==> src/rtl/uart_ptc_if.sv <==
// Host-side bundle between the request/response client and the UART command master.
// Carries the request handshake, the n-byte UART sender/receiver hooks and the result strobe.
interface uart_ptc_if #(
  parameter int BSN = 4,
  parameter int BRN = 4
);
  logic                   req_valid;
  logic                   req_ready;
  logic [(BSN-2)*8-1:0]   req_payload;
  logic                   uart_send_flag;
  logic [BSN*8-1:0]       dataT;
  logic                   uart_send_comlete;
  logic                   uart_recv_flag;
  logic [BRN*8-1:0]       dataR;
  logic                   rsp_valid;
  logic [(BRN-2)*8-1:0]   rsp_payload;
  logic [1:0]             rsp_status;
  logic                   busy;

  modport master (
    input  req_valid,
    input  req_payload,
    input  uart_send_comlete,
    input  uart_recv_flag,
    input  dataR,
    output req_ready,
    output uart_send_flag,
    output dataT,
    output rsp_valid,
    output rsp_payload,
    output rsp_status,
    output busy
  );

  modport slave (
    output req_valid,
    output req_payload,
    output uart_send_comlete,
    output uart_recv_flag,
    output dataR,
    input  req_ready,
    input  uart_send_flag,
    input  dataT,
    input  rsp_valid,
    input  rsp_payload,
    input  rsp_status,
    input  busy
  );
endinterface

==> src/rtl/uart_ptc_master.sv <==
// Fixed-length UART command initiator: frames a request, sends it, and
// validates the response with header/checksum checks, timeout and retries.
module uart_ptc_master #(
  parameter int         BSN        = 4,
  parameter int         BRN        = 4,
  parameter int         CLK_FRE    = 50,
  parameter int         TIMEOUT_US = 10000,
  parameter int         MAX_RETRY  = 2,
  parameter logic [7:0] CMD_HDR    = 8'hAA,
  parameter logic [7:0] RSP_HDR    = 8'h55
) (
  input  logic     sys_clk,
  input  logic     rst,
  uart_ptc_if.master bus
);

  localparam int PW  = (BSN-2)*8;
  localparam int RPW = (BRN-2)*8;
  localparam int TMO = CLK_FRE*TIMEOUT_US;
  localparam int TW  = $clog2(TMO+1);
  localparam int RW  = (MAX_RETRY > 0) ? $clog2(MAX_RETRY+1) : 1;

  typedef enum logic [2:0] {
    IDLE, BUILD, SEND, WAIT_TX,
    WAIT_RX, CHECK, RETRY, DONE
  } state_t;

  state_t           state;
  logic [PW-1:0]    pay_q;
  logic [BRN*8-1:0] rx_q;
  logic             rx_seen;
  logic [1:0]       err;
  logic [RW-1:0]    retry_cnt;
  logic [TW-1:0]    tmo_cnt;

  logic             req_ready;
  logic             send_flag;
  logic [BSN*8-1:0] data_t;
  logic             rsp_valid;
  logic [RPW-1:0]   rsp_payload;
  logic [1:0]       rsp_status;
  logic             busy;

  logic [7:0]       tx_sum;
  logic [7:0]       rx_sum;
  logic             rx_ok;
  logic [RPW-1:0]   rx_mid;

  assign bus.req_ready      = req_ready;
  assign bus.uart_send_flag = send_flag;
  assign bus.dataT          = data_t;
  assign bus.rsp_valid      = rsp_valid;
  assign bus.rsp_payload    = rsp_payload;
  assign bus.rsp_status     = rsp_status;
  assign bus.busy           = busy;

  always_comb begin
    tx_sum = CMD_HDR;
    for (int i = 0; i < BSN-2; i++)
      tx_sum = tx_sum + pay_q[PW-1-8*i -: 8];
  end

  // Sum covers header and payload; the last byte is the checksum itself.
  always_comb begin
    rx_sum = 8'h00;
    for (int i = 0; i < BRN-1; i++)
      rx_sum = rx_sum + rx_q[BRN*8-1-8*i -: 8];
  end

  assign rx_ok  = (rx_q[BRN*8-1 -: 8] == RSP_HDR) &&
                  (rx_q[7:0] == rx_sum);
  assign rx_mid = rx_q[BRN*8-9 -: RPW];

  always_ff @(posedge sys_clk or posedge rst) begin
    if (rst) begin
      state       <= IDLE;
      pay_q       <= '0;
      rx_q        <= '0;
      rx_seen     <= 1'b0;
      err         <= 2'b00;
      retry_cnt   <= '0;
      tmo_cnt     <= '0;
      req_ready   <= 1'b1;
      send_flag   <= 1'b0;
      data_t      <= '0;
      rsp_valid   <= 1'b0;
      rsp_payload <= '0;
      rsp_status  <= 2'b00;
      busy        <= 1'b0;
    end else begin
      send_flag <= 1'b0;
      rsp_valid <= 1'b0;
      unique case (state)
        IDLE: begin
          if (bus.req_valid && req_ready) begin
            pay_q     <= bus.req_payload;
            retry_cnt <= '0;
            rx_seen   <= 1'b0;
            req_ready <= 1'b0;
            busy      <= 1'b1;
            state     <= BUILD;
          end
        end
        BUILD: begin
          data_t    <= {CMD_HDR, pay_q, tx_sum};
          send_flag <= 1'b1;
          state     <= SEND;
        end
        SEND: state <= WAIT_TX;
        WAIT_TX: begin
          if (bus.uart_send_comlete) begin
            tmo_cnt <= '0;
            state   <= WAIT_RX;
          end
        end
        WAIT_RX: begin
          // A frame arriving on the terminal cycle still counts.
          if (bus.uart_recv_flag) begin
            rx_q    <= bus.dataR;
            rx_seen <= 1'b1;
            state   <= CHECK;
          end else if (tmo_cnt == TW'(TMO-1)) begin
            err   <= 2'b10;
            state <= RETRY;
          end else if (tmo_cnt != TW'(TMO)) begin
            tmo_cnt <= tmo_cnt + 1'b1;
          end
        end
        CHECK: begin
          if (rx_ok) begin
            err         <= 2'b00;
            rsp_status  <= 2'b00;
            rsp_payload <= rx_mid;
            rsp_valid   <= 1'b1;
            state       <= DONE;
          end else begin
            err   <= 2'b01;
            state <= RETRY;
          end
        end
        RETRY: begin
          if (retry_cnt < RW'(MAX_RETRY)) begin
            retry_cnt <= retry_cnt + 1'b1;
            send_flag <= 1'b1;
            state     <= SEND;
          end else begin
            rsp_status <= err;
            if (rx_seen) rsp_payload <= rx_mid;
            rsp_valid  <= 1'b1;
            state      <= DONE;
          end
        end
        DONE: begin
          busy      <= 1'b0;
          req_ready <= 1'b1;
          state     <= IDLE;
        end
        default: state <= IDLE;
      endcase
    end
  end

endmodule

==> src/flat_wrapper.sv <==
// flat-port wrapper written by rule: the top's interface ports become plain ports
module uart_ptc_master_flat 
#(
  parameter int         BSN        = 4,
  parameter int         BRN        = 4,
  parameter int         CLK_FRE    = 50,
  parameter int         TIMEOUT_US = 10000,
  parameter int         MAX_RETRY  = 2,
  parameter logic [7:0] CMD_HDR    = 8'hAA,
  parameter logic [7:0] RSP_HDR    = 8'h55
)
  (sys_clk, rst, bus_req_valid, bus_req_payload, bus_uart_send_comlete, bus_uart_recv_flag, bus_dataR, bus_req_ready, bus_uart_send_flag, bus_dataT, bus_rsp_valid, bus_rsp_payload, bus_rsp_status, bus_busy);
  uart_ptc_if #(.BSN(BSN), .BRN(BRN)) bus_i ();
  input  logic sys_clk;
  input  logic rst;
  input wire logic [$bits(bus_i.req_valid)-1:0] bus_req_valid;
  input wire logic [$bits(bus_i.req_payload)-1:0] bus_req_payload;
  input wire logic [$bits(bus_i.uart_send_comlete)-1:0] bus_uart_send_comlete;
  input wire logic [$bits(bus_i.uart_recv_flag)-1:0] bus_uart_recv_flag;
  input wire logic [$bits(bus_i.dataR)-1:0] bus_dataR;
  output wire logic [$bits(bus_i.req_ready)-1:0] bus_req_ready;
  output wire logic [$bits(bus_i.uart_send_flag)-1:0] bus_uart_send_flag;
  output wire logic [$bits(bus_i.dataT)-1:0] bus_dataT;
  output wire logic [$bits(bus_i.rsp_valid)-1:0] bus_rsp_valid;
  output wire logic [$bits(bus_i.rsp_payload)-1:0] bus_rsp_payload;
  output wire logic [$bits(bus_i.rsp_status)-1:0] bus_rsp_status;
  output wire logic [$bits(bus_i.busy)-1:0] bus_busy;
  assign bus_i.req_valid = bus_req_valid;
  assign bus_i.req_payload = bus_req_payload;
  assign bus_i.uart_send_comlete = bus_uart_send_comlete;
  assign bus_i.uart_recv_flag = bus_uart_recv_flag;
  assign bus_i.dataR = bus_dataR;
  assign bus_req_ready = bus_i.req_ready;
  assign bus_uart_send_flag = bus_i.uart_send_flag;
  assign bus_dataT = bus_i.dataT;
  assign bus_rsp_valid = bus_i.rsp_valid;
  assign bus_rsp_payload = bus_i.rsp_payload;
  assign bus_rsp_status = bus_i.rsp_status;
  assign bus_busy = bus_i.busy;
  uart_ptc_master #(.BSN(BSN), .BRN(BRN), .CLK_FRE(CLK_FRE), .TIMEOUT_US(TIMEOUT_US), .MAX_RETRY(MAX_RETRY), .CMD_HDR(CMD_HDR), .RSP_HDR(RSP_HDR)) u_core (.sys_clk(sys_clk), .rst(rst), .bus(bus_i));
endmodule
==> config.mk <==
export PLATFORM = sky130hd
export DESIGN_NAME = uart_ptc_master_flat
export DESIGN_NICKNAME = d
export VERILOG_FILES = /design/src/rtl/uart_ptc_if.sv /design/src/rtl/uart_ptc_master.sv /design/src/flat_wrapper.sv
export SDC_FILE = /design/constraint.sdc
export NUM_CORES = 1
export LEC_CHECK = 0
export CAP_MARGIN = 30
export CORE_MARGIN = 5
export CORE_UTILIZATION = 40
export CTS_CLUSTER_SIZE = 12
export DETAILED_ROUTE_END_ITERATION = 12
export GPL_TIMING_DRIVEN = 1
export SKIP_LAST_GASP = 1
export SYNTH_ARGS = -nofsm -noshare
export SYNTH_HDL_FRONTEND = slang
export SYNTH_SLANG_ARGS = --single-unit
==> constraint.sdc <==
create_clock -name sys_clk -period 11.05 [get_ports sys_clk]
set_clock_uncertainty 0.05 [all_clocks]
set_input_delay 1.6575 -clock sys_clk [delete_from_list [all_inputs] [get_ports sys_clk]]
set_output_delay 1.6575 -clock sys_clk [all_outputs]
set_load 0.1 [all_outputs]
==> metrics.cfg <==
[setup_path]
crit_arrival_ns = 2.11
path_max_fanout = 4
crit_required_ns = 9.34
critPathSlowestCell = clkdlybuf4s50_1
path_class = flop to output port
path_cells = clkdlybuf4s50_1
reg2reg_to = u_core.bus.rsp_payload[8]
cpLargestDelayFamily = buffers and inverters
cp_num_buf_inv = 1
cp-start-kind = flop
slowest_delay_ns = 1.14
cp-end-kind = output port
r2r_cells = 9
timing.rr.start = u_core.rx_q[9]
rrSetupSlack_ns = 7.25

[detailed_routing]
vias_per_cell = 4.93
ant_nets = 0
drt_first_pass_iters = 4
via_count = 4120
drt-initial-drc-count = 187
drt-wirelength-per-cell_um = 15.5
wl_um = 13000
drc = 0

[yosys]
synth.distinct_cells = 47
synth_edf_count = 0
avgSynthCellArea_um2 = 11.0
ys_seq_area_share_pct = 51.9
synthArstFlopShare_pct = 100
syn_area_um2 = 5880
syn-instance-count = 533
ys.flop_type = dfrtp_1
ys_ff_latch = 122
synth_area_leaders = dfrtp_1, mux2_2, nand2_1
synth_top_area_share_pct = 51.5
yosys.area.top_type = dfrtp_1
yosys_warnings = 0

[cts]
cts-root-buf = clkbuf_16
htreeDepth = 4
clk_latency_ns = 0.42
numClockSinks = 122
cts.path.max_buffers = 2
cts_resized = 0
holdBufCountCts = 0
post_cts_buffers = 0
cts_tree = done
cts_buffers = 17
clk_pin_slew_ns = 0.06

[finish]
finalInstanceArea_um2 = 7690
drive_gt1_share_pct = 15.1
fill_cells = 1291
area_growth_pct = 30.8
nets = 722
diodes = 0
fin_cells = 835

[placement]
place.detailed.instances = 804
place_area_um2 = 7090
gp_congestion = 0.746
dp_hpwl_um = 9460
portBuffers = 102

[min_path]
min_to = u_core.bus.dataT[8]
hold_path_class = flop to flop
min_from = u_core.bus.dataT[8]
min_path_cells = 2

[timing]
fmax_mhz = 262
slew_violations = 0
setup_viol = 0
fin_crit_sh_pct = 34.5
tns_ns = 0
slew_headroom_pct = 32.2
worst_pin_slew_ns = 1.01
rsz0062_at_grt = false
min_period_ns = 3.82
hold_viol = 0

[global_route]
grt_pass1_wl_um = 22100
grt_usage_pct = 15.7
antenna_found_initial = 0
grt_max_degree = 69
gr-total-overflow = 0
grt_pass1_vias = 4424

[floorplan]
die_h_um = 131
core_region_area_um2 = 14500
die_w_um = 131
fp.dieArea_um2 = 17200
ios = 107
rows = 44
start_util_pct = 40.6

[run]
drv_cap = 0

[run_status]
status = finished, final reports clean

-- flip-flops by register name, indices dropped and copies added, names as in the netlist, 2 cells and up --
register	count
u_core.tmo_cnt	19
u_core.bus.dataT	25
u_core.err	2
u_core.rx_q	32
u_core.bus.rsp_payload	16
u_core.state	3
u_core.bus.rsp_status	2
u_core.pay_q	16
u_core.retry_cnt	2
-- synthesized netlist by cell type, drive strengths merged, types with 2 or more instances --
library cell  count
and2              3
or4b              2
o211ai            3
nand3             5
o31ai             2
and3              7
o2111ai           4
mux2             55
or3               5
fa                9
nor3              3
xor2             22
nand3b            3
a2bb2oi           2
ha               21
buf              11
xnor2            12
a21o              3
nand4b            2
o21ai            34
nor2             29
a21oi            15
inv              27
nand4            10
a31oi             2
dfrtp           121
clkbuf           14
nand2            88
nor4              5
-- how the worst max path moves through the flow --
stage / startpoint / end / cells past startpoint
floorplan: rst / u_core.bus.busy / 1
global placement: u_core.rx_q[9] / u_core.bus.rsp_payload[1] / 9
detailed placement: u_core.rx_q[9] / u_core.bus.rsp_payload[3] / 9
CTS: u_core.rx_q[9] / u_core.bus.rsp_payload[8] / 9
global route: u_core.rx_q[9] / u_core.bus.rsp_payload[8] / 9
finish: u_core.bus.req_ready / bus_req_ready / 1
-- metrics by stage --
stage / hold slack (ns) / util [%] / worst slack [ns]
4_1_cts: 0.430 / 53.1 / 7.18
3_5_place_dp: 0.416 / 49.0 / 7.21
2_1_floorplan: 0.400 / - / 6.10
3_3_place_gp: 0.409 / 48.8 / 7.27
6_report: 0.425 / 53.1 / 7.23
5_1_grt: 0.455 / 53.1 / 7.02
-- placed cells by master (no fill, tap or decap), types with 3 or more instances in the layout --
master           count
nand4_1             10
a21oi_1             15
clkbuf_8             3
mux2_2              55
o2111ai_1            4
and2_1               3
xor2_1              22
or3_1                5
a21o_1               3
clkdlybuf4s50_1    102
conb_1               4
clkbuf_16           17
nand2_1             88
inv_1               26
dfrtp_1            121
buf_4                6
nor4_1               3
ha_1                21
o21ai_0             34
bufinv_16            3
o211ai_1             3
nand3_1              5
nor2_1              29
fa_1                 9
and3_1               7
clkbuf_1             4
nor3_1               3
nand3b_1             3
xnor2_1             12
-- cell families after synthesis --
| family | share of synthesized area [%] |
|---|---|
| AOI/OAI and AO/OA | 7.41 |
| xor gates and xnor gates | 5.06 |
| adders and majority gates | 7.53 |
| buffers and inverters | 3.94 |
| DFF | 51.9 |
| muxes | 10.5 |
| other | 0.0638 |
| and+or+nand+nor | 13.5 |
-- per-layer routing --
metal  routed length, um  up-vias  global-route usage [%]  part of all wire, %
met2                6000      106                    24.5                   46
met3                 771       16                    5.31                  5.9
met1                5980     1973                    20.3                   46
met4                 230        0                    6.06                  1.8
li1                    -     2025                       -                    -
met5                   0        -                       0                    0
-- layout make-up --
type / count / area [um2] / share of cell area (%)
flip-flops and latches: 122 / 3050 / 39.7
multi-input cells: 362 / 2610 / 34.0
repair buffers: 109 / 1090 / 14.2
clock buffers: 24 / 482 / 6.26
well taps: 184 / 230 / 2.99
clock inverters: 7 / 115 / 1.50
inverters: 27 / 104 / 1.35
Power is not shown: default switching activity piles up to over one toggle a cycle in this logic, so the estimate is an artifact.
